<file path="src/rtl/muldiv_pkg.sv">
// Shared types and constants for the RV32M multiply/divide unit.
// Used by ex_muldiv (MULDIV_FAST_MUL_EN selects the single-cycle multiply path).
package muldiv_pkg;

   localparam int          XLEN_DEF      = 32;
   localparam logic [31:0] DIV_BY_ZERO_Q = 32'hFFFF_FFFF;
   localparam logic [31:0] INT_MIN       = 32'h8000_0000;

   typedef enum logic [2:0] {
      FN_MUL    = 3'd0,
      FN_MULH   = 3'd1,
      FN_MULHSU = 3'd2,
      FN_MULHU  = 3'd3,
      FN_DIV    = 3'd4,
      FN_DIVU   = 3'd5,
      FN_REM    = 3'd6,
      FN_REMU   = 3'd7
   } funct3_t;

   typedef enum logic [1:0] {
      IDLE = 2'd0,
      CALC = 2'd1,
      DONE = 2'd2
   } state_t;

endpackage

</file>
<file path="src/rtl/muldiv_iter_core.sv">
// One CALC step: ITER_BITS rounds of shift-add (multiply) or restoring
// shift-subtract (divide) on a {high, low} accumulator of unsigned magnitudes.
module muldiv_iter_core #(
   parameter int XLEN      = 32,
   parameter int ITER_BITS = 1
) (
   input  logic              is_div,
   input  logic [2*XLEN-1:0] acc,
   input  logic [XLEN-1:0]   opnd,
   output logic [2*XLEN-1:0] acc_next
);

   logic [2*XLEN-1:0] work;
   logic [XLEN:0]     sum;
   logic [XLEN:0]     shifted;
   logic [XLEN:0]     diff;

   // Divide: high half is the partial remainder, low half shifts dividend out / quotient in.
   // Multiply: low half holds the multiplier, high half accumulates with carry shifted down.
   always_comb begin
      work    = acc;
      sum     = {(XLEN+1){1'b0}};
      shifted = {(XLEN+1){1'b0}};
      diff    = {(XLEN+1){1'b0}};
      for (int i = 0; i < ITER_BITS; i++) begin
         if (is_div) begin
            shifted = work[2*XLEN-1:XLEN-1];
            diff    = shifted - {1'b0, opnd};
            if (!diff[XLEN]) begin
               work = {diff[XLEN-1:0], work[XLEN-2:0], 1'b1};
            end else begin
               work = {shifted[XLEN-1:0], work[XLEN-2:0], 1'b0};
            end
         end else begin
            sum  = {1'b0, work[2*XLEN-1:XLEN]} + (work[0] ? {1'b0, opnd} : {(XLEN+1){1'b0}});
            work = {sum, work[XLEN-1:1]};
         end
      end
      acc_next = work;
   end

endmodule

</file>
<file path="src/rtl/ex_muldiv.sv">
// EX-stage RV32M multiply/divide unit: iterative FSM with pipeline stall and flush.
// Define MULDIV_FAST_MUL_EN for a single-cycle combinational multiply path.
module ex_muldiv
   import muldiv_pkg::*;
#(
   parameter int XLEN      = XLEN_DEF,
   parameter int ITER_BITS = 1
) (
   input  logic            i_clk,
   input  logic            i_reset,
   input  logic            i_start,
   input  logic [2:0]      i_fun3,
   input  logic [XLEN-1:0] i_rs1,
   input  logic [XLEN-1:0] i_rs2,
   input  logic            i_flush,
   output logic            o_stall,
   output logic            o_done,
   output logic [XLEN-1:0] o_result
);

   localparam int            ITERS = XLEN / ITER_BITS;
   localparam int            CW    = $clog2(ITERS);
   localparam logic [CW-1:0] LAST  = CW'(ITERS - 1);

   state_t            state, next_state;
   funct3_t           fun3_q;
   logic [2*XLEN-1:0] acc, acc_next;
   logic [XLEN-1:0]   opnd;
   logic [CW-1:0]     count;
   logic              neg_main, neg_rem;
   logic [XLEN-1:0]   final_res, held_res;

   logic              a_signed, b_signed, a_neg, b_neg;
   logic [XLEN-1:0]   mag_a, mag_b;
   logic              div0, ovf, special;
   logic [XLEN-1:0]   special_res;
   logic              take;

   logic [2*XLEN-1:0] prod;
   logic [XLEN-1:0]   quo, rem, calc_res;

`ifdef MULDIV_FAST_MUL_EN
   logic signed [XLEN:0]     fa, fb;
   logic signed [2*XLEN-1:0] fp;
   logic [XLEN-1:0]          fast_res;
`endif

   muldiv_iter_core #(.XLEN(XLEN), .ITER_BITS(ITER_BITS)) u_core (
      .is_div   (fun3_q[2]),
      .acc      (acc),
      .opnd     (opnd),
      .acc_next (acc_next)
   );

   // Operand decode at start: signedness, magnitudes and divide special cases.
   always_comb begin
      take     = i_start && !i_flush;
      a_signed = (i_fun3 == FN_MULH) || (i_fun3 == FN_MULHSU) ||
                 (i_fun3 == FN_DIV)  || (i_fun3 == FN_REM);
      b_signed = (i_fun3 == FN_MULH) || (i_fun3 == FN_DIV) || (i_fun3 == FN_REM);
      a_neg    = a_signed && i_rs1[XLEN-1];
      b_neg    = b_signed && i_rs2[XLEN-1];
      mag_a    = a_neg ? ({XLEN{1'b0}} - i_rs1) : i_rs1;
      mag_b    = b_neg ? ({XLEN{1'b0}} - i_rs2) : i_rs2;
      div0     = (i_rs2 == {XLEN{1'b0}});
      ovf      = !i_fun3[0] && (i_rs1 == INT_MIN) && (i_rs2 == {XLEN{1'b1}});
      special  = i_fun3[2] && (div0 || ovf);
      if (i_fun3[1]) begin
         special_res = div0 ? i_rs1 : {XLEN{1'b0}};
      end else begin
         special_res = div0 ? DIV_BY_ZERO_Q : INT_MIN;
      end
`ifdef MULDIV_FAST_MUL_EN
      fa       = {a_signed && i_rs1[XLEN-1], i_rs1};
      fb       = {b_signed && i_rs2[XLEN-1], i_rs2};
      fp       = fa * fb;
      fast_res = (i_fun3 == FN_MUL) ? fp[XLEN-1:0] : fp[2*XLEN-1:XLEN];
`endif
   end

   // Final sign correction of the last CALC step's accumulator.
   always_comb begin
      prod = neg_main ? ({(2*XLEN){1'b0}} - acc_next) : acc_next;
      quo  = neg_main ? ({XLEN{1'b0}} - acc_next[XLEN-1:0]) : acc_next[XLEN-1:0];
      rem  = neg_rem  ? ({XLEN{1'b0}} - acc_next[2*XLEN-1:XLEN]) : acc_next[2*XLEN-1:XLEN];
      case (fun3_q)
         FN_MUL:                       calc_res = prod[XLEN-1:0];
         FN_MULH, FN_MULHSU, FN_MULHU: calc_res = prod[2*XLEN-1:XLEN];
         FN_DIV, FN_DIVU:              calc_res = quo;
         default:                      calc_res = rem;
      endcase
   end

   // State register.
   always_ff @(posedge i_clk or negedge i_reset) begin
      if (!i_reset) begin
         state <= IDLE;
      end else begin
         state <= next_state;
      end
   end

   // Next-state logic; DONE always returns to IDLE so an op is never restarted.
   always_comb begin
      next_state = state;
      case (state)
         IDLE: begin
            if (take) begin
               if (special) begin
                  next_state = DONE;
`ifdef MULDIV_FAST_MUL_EN
               end else if (!i_fun3[2]) begin
                  next_state = DONE;
`endif
               end else begin
                  next_state = CALC;
               end
            end else begin
               next_state = IDLE;
            end
         end
         CALC: begin
            if (i_flush) begin
               next_state = IDLE;
            end else if (count == LAST) begin
               next_state = DONE;
            end else begin
               next_state = CALC;
            end
         end
         DONE:    next_state = IDLE;
         default: next_state = IDLE;
      endcase
   end

   // Datapath registers: latch at start, iterate in CALC, retire result in DONE.
   always_ff @(posedge i_clk or negedge i_reset) begin
      if (!i_reset) begin
         fun3_q    <= FN_MUL;
         acc       <= {(2*XLEN){1'b0}};
         opnd      <= {XLEN{1'b0}};
         count     <= {CW{1'b0}};
         neg_main  <= 1'b0;
         neg_rem   <= 1'b0;
         final_res <= {XLEN{1'b0}};
         held_res  <= {XLEN{1'b0}};
      end else begin
         if (state == IDLE && take) begin
            fun3_q   <= funct3_t'(i_fun3);
            acc      <= {{XLEN{1'b0}}, mag_a};
            opnd     <= mag_b;
            count    <= {CW{1'b0}};
            neg_main <= a_neg ^ b_neg;
            neg_rem  <= a_neg;
            if (special) begin
               final_res <= special_res;
`ifdef MULDIV_FAST_MUL_EN
            end else if (!i_fun3[2]) begin
               final_res <= fast_res;
`endif
            end else begin
               final_res <= final_res;
            end
         end else if (state == CALC && !i_flush) begin
            acc   <= acc_next;
            count <= count + 1'b1;
            if (count == LAST) begin
               final_res <= calc_res;
            end else begin
               final_res <= final_res;
            end
         end else if (state == DONE && !i_flush) begin
            held_res <= final_res;
         end else begin
            acc <= acc;
         end
      end
   end

   // Outputs: stall while accepting or iterating; flush suppresses completion.
   always_comb begin
      o_stall  = ((state == IDLE) && take) || (state == CALC);
      o_done   = (state == DONE) && !i_flush;
      o_result = o_done ? final_res : held_res;
   end

endmodule

</file>
<file path="config.mk">
export PLATFORM = sky130hd
export DESIGN_NAME = ex_muldiv
export DESIGN_NICKNAME = d
export VERILOG_FILES = /design/src/rtl/muldiv_pkg.sv /design/src/rtl/muldiv_iter_core.sv /design/src/rtl/ex_muldiv.sv
export SDC_FILE = /design/constraint.sdc
export NUM_CORES = 1
export LEC_CHECK = 0
export CORE_UTILIZATION = 45
export DETAILED_ROUTE_END_ITERATION = 7
export GPL_TIMING_DRIVEN = 0
export PLACE_DENSITY = 0.63
export SETUP_SLACK_MARGIN = 0.2
export SLEW_MARGIN = 30
export SYNTH_ARGS = -nofsm -noshare
export SYNTH_HDL_FRONTEND = slang
export SYNTH_SLANG_ARGS = --single-unit
</file>
<file path="constraint.sdc">
create_clock -name i_clk -period 15.5 [get_ports i_clk]
set_input_delay 3.1 -clock i_clk [delete_from_list [all_inputs] [get_ports i_clk]]
set_output_delay 3.1 -clock i_clk [all_outputs]
set_load 0.01 [all_outputs]
</file>
==> qor.txt <==
GPL Wtd Cong -> 1.004
CP required -> 12.40 ns
CTS Root Cell -> clkbuf_16
clock latency at the later pin of the worst-skew pair -> 0.50 ns
library cells used by synthesis -> 97
# DRC -> 0
sw power -> 2084 µW
CTS tree -> yes
die footprint -> 0.03842 mm²
die width -> 196 µm
Synth Instances -> 2156
DP Worst Slack -> 6.242 ns
dpl cells -> 2730
CP bufs+invs -> 5
critical path class -> in -> out
setup bufs post-CTS -> 0
starting density of the core -> 46.04%
status -> finished, final reports clean
pin count of the biggest net entering global routing -> 71
Die Y -> 196 µm
final setup TNS -> 0 ns
Net count, final -> 2425
fin crit share -> 60.07%
Routed WL -> 72850 µm
power density over the cells -> 192.7 mW/mm²
post-synthesis sequential area ratio -> 25.41%
crit-path cells -> clkdlybuf4s50_1, nor2_1, nand3_1, clkbuf_1, clkbuf_1, buf_1, o21ai_0, clkdlybuf4s50_1
syn avg cell area -> 7.855 µm²
total iterations of the first detailed-routing run -> 6
reg2reg start -> opnd[23]$_DFFE_PN0P_
VDD IR max -> 0.1005 mV
Inserted Diodes -> 0
Final WS setup -> 6.189 ns
core area -> 0.03679 mm²
first-pass GRT wire length -> 108000 µm
Post-synth EDFFs -> 0
peak fanout along the critical path -> 10
DR vias/cell -> 6.553
crit path launch -> i_flush
CP peak stage delay -> 0.59 ns
CTS resizes -> 0
sequential share of power -> 18.7%
antenna violations before repair -> 1
syn_nets -> 2300
placed wire-length estimate -> 58520 µm
Clock Sinks -> 172
clock buffer depth -> 2
async set-reset flop share out of synthesis -> 100.0%
min cycle time layout -> 9.311 ns
kind of end point of the critical path -> output port
FF+latch count, synth -> 172
switch share -> 56.30%
share of cells above drive strength 1 -> 8.112%
Worst path slowest cell -> clkbuf_1
# setup viols final -> 0
Rows -> 70
Lkg Pwr -> 0.007701 µW
gr ovfl total -> 0
CTS Buf Count -> 17
non-filler instance count after layout -> 2761
Worst setup SP type -> input port
max capacitance violation total -> 0
endpoints failing hold -> 0
number of global-route vias before repair -> 17100
origin of the worst min-delay path -> held_res[24]$_DFFE_PN0P_
combinational power share -> 69.4%
hold-fix buffers at CTS -> 0
synthesized area -> 0.01694 mm²
Worst-path clk slew -> 0.07 ns
ys flop type -> dfrtp_1
Crit path arrival time -> 6.21 ns
HP Class -> reg -> reg
Ys Warns -> 0
Cell Int Power -> 1618 µW
GRT Total Usage -> 37.96%
Slew @ Worst Pin -> 1.091 ns
initial DRC count -> 2052
Slew Viols, Final -> 0
area delta synth->final -> 13.45%
most frequent cells in the layout -> nand2_1, o21ai_0, dfrtp_1
I/O pin count -> 105
Via Count -> 18090
most common cell after layout, fill and taps aside -> nand2_1
unrepaired setup endpoints after global routing -> false
post-DR wirelength/cell -> 26.39 µm
clock share of power -> 11.9%
H-tree Lvls -> 4
Antenna Nets Post-Route -> 0
CP delay by family, top -> buffers and inverters
port bufs -> 103
Slew HR -> 26.99%
Max Fclk -> 0.1074 GHz
skew final -> 0.02812 ns
==> area by class of cell <==
type | instances | area [µm²]
flip-flops and latches | 172 | 4304
clock inverters | 13 | 132.6
repair buffers | 106 | 1096
clock buffers | 18 | 429.2
plain buffers | 131 | 543.0
inverters | 70 | 262.8
fillers | 3677 | 17570
well taps | 468 | 585.6
multi-input cells | 1783 | 11860
==> worst register-to-register path, stage by stage, from the launching register on <==
cell,delay [ns]
dfrtp_1,0.54
inv_1,0.09
ha_1,0.27
buf_2,0.21
nand2_1,0.12
o21ai_1,0.29
a211oi_1,0.14
o31ai_2,0.69
o21ai_2,0.25
buf_2,0.30
nand3_1,0.46
a21boi_0,0.51
ha_1,0.28
o211ai_1,0.25
or4_1,0.72
or3_1,0.44
nor2_1,0.10
nand2_1,0.20
clkbuf_1,0.36
o21ai_0,0.33
xnor2_1,0.15
o22ai_1,0.09
o21ai_0,0.44
a31oi_1,0.15
==> cells in the mapped netlist, drive strengths merged (6+ instances only) <==
cell type / instances / area [µm²]
o41ai: 10 / 102.6
o211ai: 53 / 397.9
o21ai: 254 / 1279
o21a: 15 / 112.6
ha: 71 / 888.4
a2111oi: 6 / 90.08
inv: 70 / 262.8
a31oi: 32 / 219.0
a22o: 17 / 148.9
or2: 11 / 68.81
a211o: 6 / 52.55
mux2: 67 / 754.5
xnor2: 119 / 1042
a31o: 7 / 61.31
o21bai: 6 / 45.04
o221ai: 17 / 148.9
nand3: 47 / 245.2
o31ai: 29 / 237.7
nand4: 42 / 287.8
a221oi: 14 / 128.9
dfrtp: 172 / 4304
xor2: 71 / 621.9
and2: 45 / 281.5
or3: 30 / 197.7
clkbuf: 102 / 384.1
a21boi: 8 / 60.06
nand2b: 18 / 112.6
buf: 29 / 157.6
o22ai: 14 / 87.58
nor2: 140 / 528.0
mux2i: 43 / 430.4
a21o: 22 / 165.2
nand2: 245 / 919.6
nor4: 20 / 152.6
and3: 13 / 81.33
a211oi: 20 / 155.1
a21oi: 134 / 678.2
nor3: 52 / 270.3
nor2b: 8 / 50.05
==> metal layers <==
metal	up-vias	share of wire (%)	global-route usage, %
li1	8191	-	-
met1	8800	44	54.11
met3	122	12	12.86
met4	0	2.2	10.24
met5	-	0	0
met2	979	42	54.09
==> cell families (layout without fill, tap and decap cells) <==
family	count (synthesis)	after routing	synth area share, %
flops	172	172	25.41
buf+inv	201	338	4.750
fa+ha+maj	73	73	5.482
mux	110	110	6.996
simple gates	699	699	20.23
xor+xnor	190	190	9.826
compound gates	711	711	27.31
==> power by group through the flow <==
stage | combinational [µW] | sequential [µW] | clock [µW]
2_1_floorplan | 1730 | 615 | 0
3_3_place_gp | 2450 | 692 | 0
3_5_place_dp | 2460 | 692 | 0
4_1_cts | 2480 | 684 | 441
5_1_grt | 2740 | 697 | 456
6_report | 2570 | 692 | 439
==> per-stage QoR <==
stage                     total power [µW]  instance area, µm²  utilization (%)  hold WS [ns]
after floorplan                       2344               16940                -        0.4634
after global placement                3142               18550            50.44        0.4820
after detailed placement              3155               18640            50.66        0.4940
after CTS                             3601               19200            52.19        0.5100
after global routing                  3890               19210            52.23        0.5170
final                                 3702               19210            52.23        0.5056
==> sequential cells by signal, summed over array words and instances (netlist names) <==
register   count
fun3_q         3
acc           64
count          5
held_res      32
neg_rem        1
neg_main       1
state          2
final_res     32
opnd          32
==> final timing paths <==
check	end	slack, ns	cells after the start
min in group asynchronous	held_res[31]$_DFFE_PN0P_	2.48	1
hold reg to reg	held_res[24]$_DFFE_PN0P_	0.51	1
setup reg to reg	final_res[2]$_DFFE_PN0P_	7.96	23
max in group asynchronous	opnd[6]$_DFFE_PN0P_	11.99	3
hold / removal	held_res[24]$_DFFE_PN0P_	0.51	1
setup / recovery	o_stall	6.19	8
Power figures use the tool's default switching activity.
